$ cat config.mk
export PLATFORM = sky130hd
export DESIGN_NAME = ber_window_monitor_flat
export DESIGN_NICKNAME = d
export VERILOG_FILES = /design/src/rtl/ber_window_monitor_if.sv /design/src/rtl/ber_window_monitor.sv /design/src/flat_wrapper.sv
export SDC_FILE = /design/constraint.sdc
export NUM_CORES = 1
export LEC_CHECK = 0
export ABC_AREA = 1
export BUFFER_PORTS_ARGS = -buffer_cell sky130_fd_sc_hd__clkbuf_2
export CORE_ASPECT_RATIO = 0.9
export CORE_MARGIN = 1
export CORE_UTILIZATION = 35
export DETAILED_ROUTE_END_ITERATION = 10
export GPL_ROUTABILITY_DRIVEN = 0
export HOLD_SLACK_MARGIN = 0.05
export PLACE_DENSITY = 0.59
export SLEW_MARGIN = 25
export SYNTH_ARGS = -nofsm -noshare
export SYNTH_HDL_FRONTEND = slang
export SYNTH_SLANG_ARGS = --single-unit
$ cat constraint.sdc
create_clock -name sys_clk -period 2.9 [get_ports sys_clk]
set_input_delay 0.29 -clock sys_clk [delete_from_list [all_inputs] [get_ports sys_clk]]
set_output_delay 0.29 -clock sys_clk [all_outputs]
set_load 0.005 [all_outputs]
$ cat src/rtl/ber_window_monitor_if.sv
// Symbol-comparator side of the BER window monitor. The master drives the
// per-symbol flags and the window boundary pulse. The slave (the monitor)
// returns running counts, latched totals, status flags and lock.
interface ber_window_monitor_if #(
   parameter int unsigned CNT_W = 24
);

   // Comparator / window control
   logic             sym_clk_ena;
   logic             clear_accumulator;
   logic             sym_correct;
   logic             sym_error;

   // Measurement results
   logic [CNT_W-1:0] symbol_count;
   logic [CNT_W-1:0] error_count;
   logic [CNT_W-1:0] symbols_latched;
   logic [CNT_W-1:0] errors_latched;
   logic             result_valid;
   logic             saturated;
   logic             illegal_flag;
   logic             locked;
   logic [1:0]       meas_state;

   modport master (
      output sym_clk_ena,
      output clear_accumulator,
      output sym_correct,
      output sym_error,
      input  symbol_count,
      input  error_count,
      input  symbols_latched,
      input  errors_latched,
      input  result_valid,
      input  saturated,
      input  illegal_flag,
      input  locked,
      input  meas_state
   );

   modport slave (
      input  sym_clk_ena,
      input  clear_accumulator,
      input  sym_correct,
      input  sym_error,
      output symbol_count,
      output error_count,
      output symbols_latched,
      output errors_latched,
      output result_valid,
      output saturated,
      output illegal_flag,
      output locked,
      output meas_state
   );

endinterface

$ cat src/rtl/ber_window_monitor.sv
// Windowed bit/symbol error-rate monitor. It counts qualified symbols and
// errors between clear_accumulator pulses and latches each closed window's
// totals. Lock is declared after LOCK_WINDOWS consecutive good windows.
module ber_window_monitor #(
   parameter int unsigned CNT_W        = 24,
   parameter int unsigned LOCK_THRESH  = 100,
   parameter int unsigned LOCK_WINDOWS = 2
) (
   input  logic                sys_clk,
   input  logic                reset,
   ber_window_monitor_if.slave bus
);

   // The threshold comparison is done wide enough that a threshold above the
   // counter range is never truncated.
   localparam int unsigned       CMP_W    = (CNT_W > 32) ? CNT_W : 32;
   localparam logic [CMP_W-1:0]  THRESH   = CMP_W'(LOCK_THRESH);
   localparam int unsigned       GOOD_W   = (LOCK_WINDOWS < 1) ? 1 : $clog2(LOCK_WINDOWS + 1);
   localparam logic [GOOD_W-1:0] GOOD_MAX = GOOD_W'(LOCK_WINDOWS);

   typedef enum logic [1:0] {
      StIdle  = 2'd0,
      StCount = 2'd1
   } state_e;

   state_e            r_state;
   state_e            w_state_nxt;

   logic [CNT_W-1:0]  r_sym_cnt;
   logic [CNT_W-1:0]  r_err_cnt;
   logic [CNT_W-1:0]  r_sym_lat;
   logic [CNT_W-1:0]  r_err_lat;
   logic              r_valid;
   logic              r_sat;
   logic              r_ill;
   logic              r_locked;
   logic [GOOD_W-1:0] r_good_cnt;

   logic              w_counting;
   logic              w_qual;
   logic              w_err_hit;
   logic              w_ill_hit;
   logic              w_close;
   logic [CNT_W-1:0]  w_sym_inc;
   logic [CNT_W-1:0]  w_err_inc;
   logic              w_sat_win;
   logic              w_ill_win;
   logic              w_good;
   logic [GOOD_W-1:0] w_good_nxt;

   // Symbols only count once the first window boundary has been seen.
   assign w_counting = (r_state == StCount);
   assign w_qual     = w_counting & bus.sym_clk_ena & (bus.sym_correct | bus.sym_error);
   assign w_err_hit  = w_counting & bus.sym_clk_ena & bus.sym_error;
   assign w_ill_hit  = w_counting & bus.sym_clk_ena & bus.sym_correct & bus.sym_error;

   // Running totals including this cycle's symbol, saturating at all-ones.
   always_comb begin
      w_sym_inc = r_sym_cnt;
      w_err_inc = r_err_cnt;
      if (w_qual && !(&r_sym_cnt)) begin
         w_sym_inc = r_sym_cnt + CNT_W'(1);
      end
      if (w_err_hit && !(&r_err_cnt)) begin
         w_err_inc = r_err_cnt + CNT_W'(1);
      end
   end

   // Window status as it stands after this cycle; used both to update the
   // sticky flags and to grade the window when it closes on this cycle.
   always_comb begin
      w_sat_win = r_sat | (&w_sym_inc) | (&w_err_inc);
      w_ill_win = r_ill | w_ill_hit;
      w_good    = (CMP_W'(w_err_inc) <= THRESH) && !w_sat_win && !w_ill_win;
      if (!w_good) begin
         w_good_nxt = '0;
      end else if (r_good_cnt == GOOD_MAX) begin
         w_good_nxt = r_good_cnt;
      end else begin
         w_good_nxt = r_good_cnt + GOOD_W'(1);
      end
   end

   // Measurement FSM next state; the very first boundary only arms counting.
   always_comb begin
      w_state_nxt = r_state;
      w_close     = 1'b0;
      case (r_state)
         StIdle: begin
            if (bus.clear_accumulator) begin
               w_state_nxt = StCount;
            end
         end
         StCount: begin
            if (bus.clear_accumulator) begin
               w_close = 1'b1;
            end
         end
         default: begin
            w_state_nxt = StIdle;
         end
      endcase
   end

   // Measurement FSM state register.
   always_ff @(posedge sys_clk) begin
      if (reset) begin
         r_state <= StIdle;
      end else begin
         r_state <= w_state_nxt;
      end
   end

   // Counters, window latching and lock tracking.
   always_ff @(posedge sys_clk) begin
      if (reset) begin
         r_sym_cnt  <= '0;
         r_err_cnt  <= '0;
         r_sym_lat  <= '0;
         r_err_lat  <= '0;
         r_valid    <= 1'b0;
         r_sat      <= 1'b0;
         r_ill      <= 1'b0;
         r_locked   <= 1'b0;
         r_good_cnt <= '0;
      end else begin
         r_valid <= w_close;
         if (w_close) begin
            // The boundary-cycle symbol belongs to the window being closed.
            r_sym_lat  <= w_sym_inc;
            r_err_lat  <= w_err_inc;
            r_sym_cnt  <= '0;
            r_err_cnt  <= '0;
            r_sat      <= 1'b0;
            r_ill      <= 1'b0;
            r_good_cnt <= w_good_nxt;
            r_locked   <= (w_good_nxt == GOOD_MAX);
         end else if (w_counting) begin
            r_sym_cnt <= w_sym_inc;
            r_err_cnt <= w_err_inc;
            r_sat     <= w_sat_win;
            r_ill     <= w_ill_win;
         end
      end
   end

   assign bus.symbol_count    = r_sym_cnt;
   assign bus.error_count     = r_err_cnt;
   assign bus.symbols_latched = r_sym_lat;
   assign bus.errors_latched  = r_err_lat;
   assign bus.result_valid    = r_valid;
   assign bus.saturated       = r_sat;
   assign bus.illegal_flag    = r_ill;
   assign bus.locked          = r_locked;
   assign bus.meas_state      = r_state;

endmodule

$ cat src/flat_wrapper.sv
// flat-port wrapper written by rule: the top's interface ports become plain ports
module ber_window_monitor_flat 
#(
   parameter int unsigned CNT_W        = 24,
   parameter int unsigned LOCK_THRESH  = 100,
   parameter int unsigned LOCK_WINDOWS = 2
)
  (sys_clk, reset, bus_sym_clk_ena, bus_clear_accumulator, bus_sym_correct, bus_sym_error, bus_symbol_count, bus_error_count, bus_symbols_latched, bus_errors_latched, bus_result_valid, bus_saturated, bus_illegal_flag, bus_locked, bus_meas_state);
  ber_window_monitor_if #(.CNT_W(CNT_W)) bus_i ();
  input  logic sys_clk;
  input  logic reset;
  input wire logic [$bits(bus_i.sym_clk_ena)-1:0] bus_sym_clk_ena;
  input wire logic [$bits(bus_i.clear_accumulator)-1:0] bus_clear_accumulator;
  input wire logic [$bits(bus_i.sym_correct)-1:0] bus_sym_correct;
  input wire logic [$bits(bus_i.sym_error)-1:0] bus_sym_error;
  output wire logic [$bits(bus_i.symbol_count)-1:0] bus_symbol_count;
  output wire logic [$bits(bus_i.error_count)-1:0] bus_error_count;
  output wire logic [$bits(bus_i.symbols_latched)-1:0] bus_symbols_latched;
  output wire logic [$bits(bus_i.errors_latched)-1:0] bus_errors_latched;
  output wire logic [$bits(bus_i.result_valid)-1:0] bus_result_valid;
  output wire logic [$bits(bus_i.saturated)-1:0] bus_saturated;
  output wire logic [$bits(bus_i.illegal_flag)-1:0] bus_illegal_flag;
  output wire logic [$bits(bus_i.locked)-1:0] bus_locked;
  output wire logic [$bits(bus_i.meas_state)-1:0] bus_meas_state;
  assign bus_i.sym_clk_ena = bus_sym_clk_ena;
  assign bus_i.clear_accumulator = bus_clear_accumulator;
  assign bus_i.sym_correct = bus_sym_correct;
  assign bus_i.sym_error = bus_sym_error;
  assign bus_symbol_count = bus_i.symbol_count;
  assign bus_error_count = bus_i.error_count;
  assign bus_symbols_latched = bus_i.symbols_latched;
  assign bus_errors_latched = bus_i.errors_latched;
  assign bus_result_valid = bus_i.result_valid;
  assign bus_saturated = bus_i.saturated;
  assign bus_illegal_flag = bus_i.illegal_flag;
  assign bus_locked = bus_i.locked;
  assign bus_meas_state = bus_i.meas_state;
  ber_window_monitor #(.CNT_W(CNT_W), .LOCK_THRESH(LOCK_THRESH), .LOCK_WINDOWS(LOCK_WINDOWS)) u_core (.sys_clk(sys_clk), .reset(reset), .bus(bus_i));
endmodule
== Word-level counts from Yosys, hierarchy flattened ==
Cells that the tools add are included.

* Register bits: 104
* Latch bits: 0
* RAM bits: 0
* ROM bits: 0
* Bits of input ports: 6
* Output and inout port bits: 102
* Logic and storage cells: 51
* Memories: 0

* Add/sub/neg operators: 3
* $mul: 0
* Divide/modulo/power cells: 0
* Magnitude comparators: 1
* Eq/ne operators: 4
* Shift operators: 0
* Mux-type cells: 8
* Bitwise gates (word level): 10
* Reduce and logical (&&, ||, !) cells: 15

{| class="wikitable"
|+ Operators with widths
! cell !! count
|-
| 24-bit AND reduction || 4
|-
| 24-bit by 1-bit adder with 24-bit output (second input constant) || 2
|-
| 24-bit 2-to-1 mux || 2
|-
| 24-bit by 7-bit less-or-equal comparator with 1-bit output (second input constant) || 1
|-
| 2-bit 2-to-1 mux || 3
|-
| 1-bit AND || 5
|-
| 2-bit equality test (second input constant) || 2
|-
| 1-bit logical AND || 4
|-
| 1-bit zero test || 4
|-
| 1-bit OR || 4
|-
| 2-bit case mux with 2 select lines || 1
|-
| 2-bit by 1-bit adder with 2-bit output (second input constant) || 1
|-
| 2-bit by 1-bit equality test with 1-bit output (second input constant) || 1
|-
| 2-bit zero test || 1
|-
| 1-bit 2-to-1 mux || 2
|-
| 2-bit inequality test (second input constant) || 1
|-
| 2-bit AND reduction || 1
|-
| 2-bit OR reduction || 1
|-
| 1-bit NOT || 1
|}

== Longest topological paths before layout ==
* Depth after elaboration: 13
* Mapped depth: 19
* Mapped depth without buffers: 19

== Worst setup path before layout ==
OpenSTA, ideal clock, no wires.

* Path kind: flip-flop to flip-flop
* From: register u_core.r_err_cnt[0] (netlist: u_core.bus.error_count[0])
* To: register u_core.r_sat (netlist: u_core.bus.saturated)
* Setup time: 0.056 ns
* Data arrival time: 2.249 ns
* Setup slack: 0.595 ns
* Stages on the path, launching flop included: 20
* Buffers on the path: 1
* Clock period less this slack: 2.305 ns
* Cell sequence: dfxtp_1 ha_1 nand2_2 nor2_4 nand2_2 nor2_4 nand2_4 nand2_8 buf_12 nand2_1 nand2_2 nand2_1 nor2_1 nand2_1 nor2_1 nand2_1 nand2_1 nor2_1 or2_1 inv_1

* Word-level cells in the longest chain between the ends: 6

{| class="wikitable"
|+ RTL lines
! item !! line !! RTL
|-
| start, declared || ber_window_monitor.sv:30 || <nowiki>logic [CNT_W-1:0] r_err_cnt;</nowiki>
|-
| start signal, assigned || ber_window_monitor.sv:140 || <nowiki>r_err_cnt <= w_err_inc;</nowiki>
|-
| parallel branches: the longest is 3 deep, another holds 24-bit by 1-bit adder with 24-bit output || - ||
|-
| 24-bit 2-to-1 mux * || ber_window_monitor.sv:64 || <nowiki>if (w_err_hit && !(&r_err_cnt)) begin</nowiki>
|-
| 24-bit AND reduction * || ber_window_monitor.sv:72 || <nowiki>w_sat_win = r_sat | (&w_sym_inc) | (&w_err_inc);</nowiki>
|-
| 1-bit OR * || ber_window_monitor.sv:72 ||
|-
| end signal, assigned || ber_window_monitor.sv:141 || <nowiki>r_sat <= w_sat_win;</nowiki>
|-
| end, declared || ber_window_monitor.sv:34 || <nowiki>logic r_sat;</nowiki>
|}

Every way passes the cells marked *.
A chain may end at the register's enable or synchronous reset.

== Worst setup path in the final report ==
* From: register u_core.r_err_cnt[1] (netlist: u_core.bus.error_count[1])
* To: register u_core.r_sat (netlist: u_core.bus.saturated)

The elaborated chain is that of the path after synthesis.

==> impl_metrics.env <==
export IMPL_worstMarginPinSlew_ns=0.7265
export IMPL_crit_type="flop to flop"
export IMPL_synth_edf_count=0
export IMPL_io_buffer_count=106
export IMPL_finalSetupTns_ns=0
export IMPL_synth_seq_cells=103
export IMPL_routed_via_density=4.693
export IMPL_cts_tree="done"
export IMPL_io_pins=108
export IMPL_grt_overflow_total=0
export IMPL_maxSlewHeadroom=0.5151
export IMPL_die_y_um=119.3
export IMPL_fmax_ghz=0.3867
export IMPL_min_period_ns=2.586
export IMPL_drtAntennaViolNets=0
export IMPL_ys_flop_type="dfxtp_1"
export IMPL_grt_start_max_net_pins=26
export IMPL_fin_nets=966
export IMPL_insertedDiodeCount=0
export IMPL_rr_startpoint="u_core.bus.error_count[1]"
export IMPL_cp_max_fo=13
export IMPL_ctsRootBufferMaster="clkbuf_16"
export IMPL_startpoint="u_core.bus.error_count[1]"
export IMPL_grt_pass1_wl_mm=25.41
export IMPL_route_detailed_wl_per_inst_um=13.81
export IMPL_worst_path_max_delay_cell="a21oi_2"
export IMPL_fin_cells=1160
export IMPL_p_leak_nw=2.771
export IMPL_hold_class="primary input to flop"
export IMPL_dp_cells=1144
export IMPL_cts_clk_slew_worst_paths_ns=0.07
export IMPL_cellPowerDensity_nw_per_um2=456.7
export IMPL_peakVddDrop_v=0.0002980
export IMPL_drive_gt1_frac=0.1788
export IMPL_slew_viol_final=0
export IMPL_yosysTopAreaCellShare=0.3853
export IMPL_hold_buffers=0
export IMPL_syn_nets=856
export IMPL_total_power_mw=2.931
export IMPL_final_cell_mix="nand2_1, nor2_1, clkbuf_2"
export IMPL_drtPass1Iterations=5
export IMPL_hpwl_mm=12.39
export IMPL_syn_avg_cell_area_um2=6.318
export IMPL_grt_antenna_before_repair=0
export IMPL_yosysSeqAreaShare=0.3853
export IMPL_arrival_ns=2.89
export IMPL_final_common_cell="nand2_1"
export IMPL_synth_area_leaders="dfxtp_1, nand2_1, nor2_1"
export IMPL_cts_buffer_depth=2
export IMPL_first_iter_violations=385
export IMPL_start_kind="flop"
export IMPL_rsz0062_at_grt="no"
export IMPL_synth_distinct_cells=34
export IMPL_cp_required_ns=3.21
export IMPL_drv_cap=0
export IMPL_grt_usage=0.2076
export IMPL_hold_violations=0
export IMPL_min_from="bus_clear_accumulator"
export IMPL_numClockSinks=103
export IMPL_synth_warnings=0
export IMPL_core_area_um2=14820
export IMPL_end_kind="flop"
export IMPL_synthToLayoutAreaGrowth_pct=19.94
export IMPL_post_cts_buffers=0
export IMPL_wl_mm=16.02
export IMPL_setup_viol=0
export IMPL_vias=5444
export IMPL_run_status="completed"
export IMPL_worstPathCellList="ha_4, nand2_2, nor2_4, nand2_2, nor2_4, a21oi_2, a21oi_1, nor2_1, nand2_1, nor2_1, nand2_1, nand2_1, nor2_1, or2_1, inv_1"
export IMPL_async_reset_ff_frac=0
export IMPL_die_area_um2=15790
export IMPL_worst_path_largest_cell_delay_ns=0.57
export IMPL_finClkSkew_ns=0.009989
export IMPL_h_tree_depth=3
export IMPL_grt_pass1_vias=4669
export IMPL_syn_area_um2=5351
export IMPL_initial_core_util=0.3611
export IMPL_drc=0
export IMPL_synth_cells=847
export IMPL_rows=42
export IMPL_period_share=0.8916
export IMPL_synth_top_area_cell="dfxtp_1"
export IMPL_chipWidth_um=132.3
export IMPL_cts_made_buffers=9
export IMPL_clk_latency_ns=0.36
==> kinds of logic (layout without fill, tap and decap cells) <==
kind of cell,Yosys count,after routing,share of synthesized area
AO/OA/AOI/OAI,78,78,0.07693
adder cells (fa/ha/maj),3,3,0.007015
buffers and inverters,110,225,0.08768
AND/OR/NAND/NOR,535,535,0.4145
flip-flops,103,103,0.3853
XOR/XNOR,17,17,0.02782
other,1,1,0.0007008
==> report_power, final <==
group | internal, mW | leakage (nW) | total, mW | switching [mW]
clock network | 0.596 | 0.139 | 1.19 | 0.593
logic | 0.0851 | 1.80 | 0.255 | 0.170
registers | 1.45 | 0.834 | 1.49 | 0.0392
total | 2.13 | 2.77 | 2.93 | 0.802
==> critical path, delay by kind of cell, from the launching register on <==
kind	cells	cell delay, ns
flops	1	0.37
simple gates	11	1.02
compound gates	2	0.87
buf+inv	1	0.05
fa+ha+maj	1	0.21
==> metrics by stage <==
stage / utilization / hold slack, ns / instance area, µm² / setup slack, ns
2_1_floorplan: - / 0.4058 / 5351 / 0.5948
3_3_place_gp: 0.4134 / 0.4397 / 6126 / 0.2447
3_5_place_dp: 0.4134 / 0.4466 / 6126 / 0.2455
4_1_cts: 0.4323 / 0.1412 / 6406 / 0.2314
5_1_grt: 0.4331 / 0.1917 / 6419 / 0.07985
6_report: 0.4331 / 0.1513 / 6419 / 0.3143
==> metal layers <==
metal	part of all wire	GRT usage	routed length, µm
met5	0	0	0
met3	0.059	0.05407	942
met1	0.54	0.3222	8602
met4	0.012	0.04239	186
met2	0.39	0.2806	6291
==> sequential cells by signal, indices dropped and copies added (netlist names) <==
| register | count |
|---|---|
| u_core.bus.error_count | 24 |
| u_core.bus.errors_latched | 24 |
| u_core.bus.illegal_flag | 1 |
| u_core.bus.locked | 1 |
| u_core.bus.meas_state | 1 |
| u_core.bus.result_valid | 1 |
| u_core.bus.saturated | 1 |
| u_core.bus.symbol_count | 24 |
| u_core.bus.symbols_latched | 24 |
| u_core.r_good_cnt | 2 |
==> area by class of cell <==
cell class	instances	area, µm²
inverter	84	315.3
sequential	103	2062
clock buffer	9	225.2
tap	198	247.7
multi-input combinational	634	2840
timing repair buffer	125	673.1
fill	1643	8401
clock inverter	7	55.05
==> worst paths after layout <==
check / cells after the start / to / slack, ns
worst max-delay path: 15 / u_core.bus.saturated / 0.31
worst min-delay path: 3 / u_core.bus.meas_state[0] / 0.15
worst min register to register: 2 / u_core.bus.errors_latched[6] / 0.46
worst max register to register: 15 / u_core.bus.saturated / 0.31
==> what timing repair did <==
item / CTS / global route
endpoints found under the setup margin: 0 / 4
gates resized for setup: 0 / 2
endpoints found under the hold margin: 0 / 0
==> cell usage after synthesis, types with 2 or more instances <==
cell,number
nand2_1,305
nor2_1,148
dfxtp_1,103
inv_1,77
o21ai_0,49
nand3_1,42
a21oi_1,14
clkbuf_1,14
xor2_1,12
nand2_2,9
nand4_1,8
o21ai_1,8
nand3b_1,6
buf_2,5
nor2_4,5
xnor2_1,5
inv_2,4
buf_4,3
buf_6,3
clkinv_1,3
ha_1,3
nand2_4,3
nor2_2,3
nor3_1,3
a21oi_2,2
o211ai_1,2
Power figures use the tool's default switching activity.
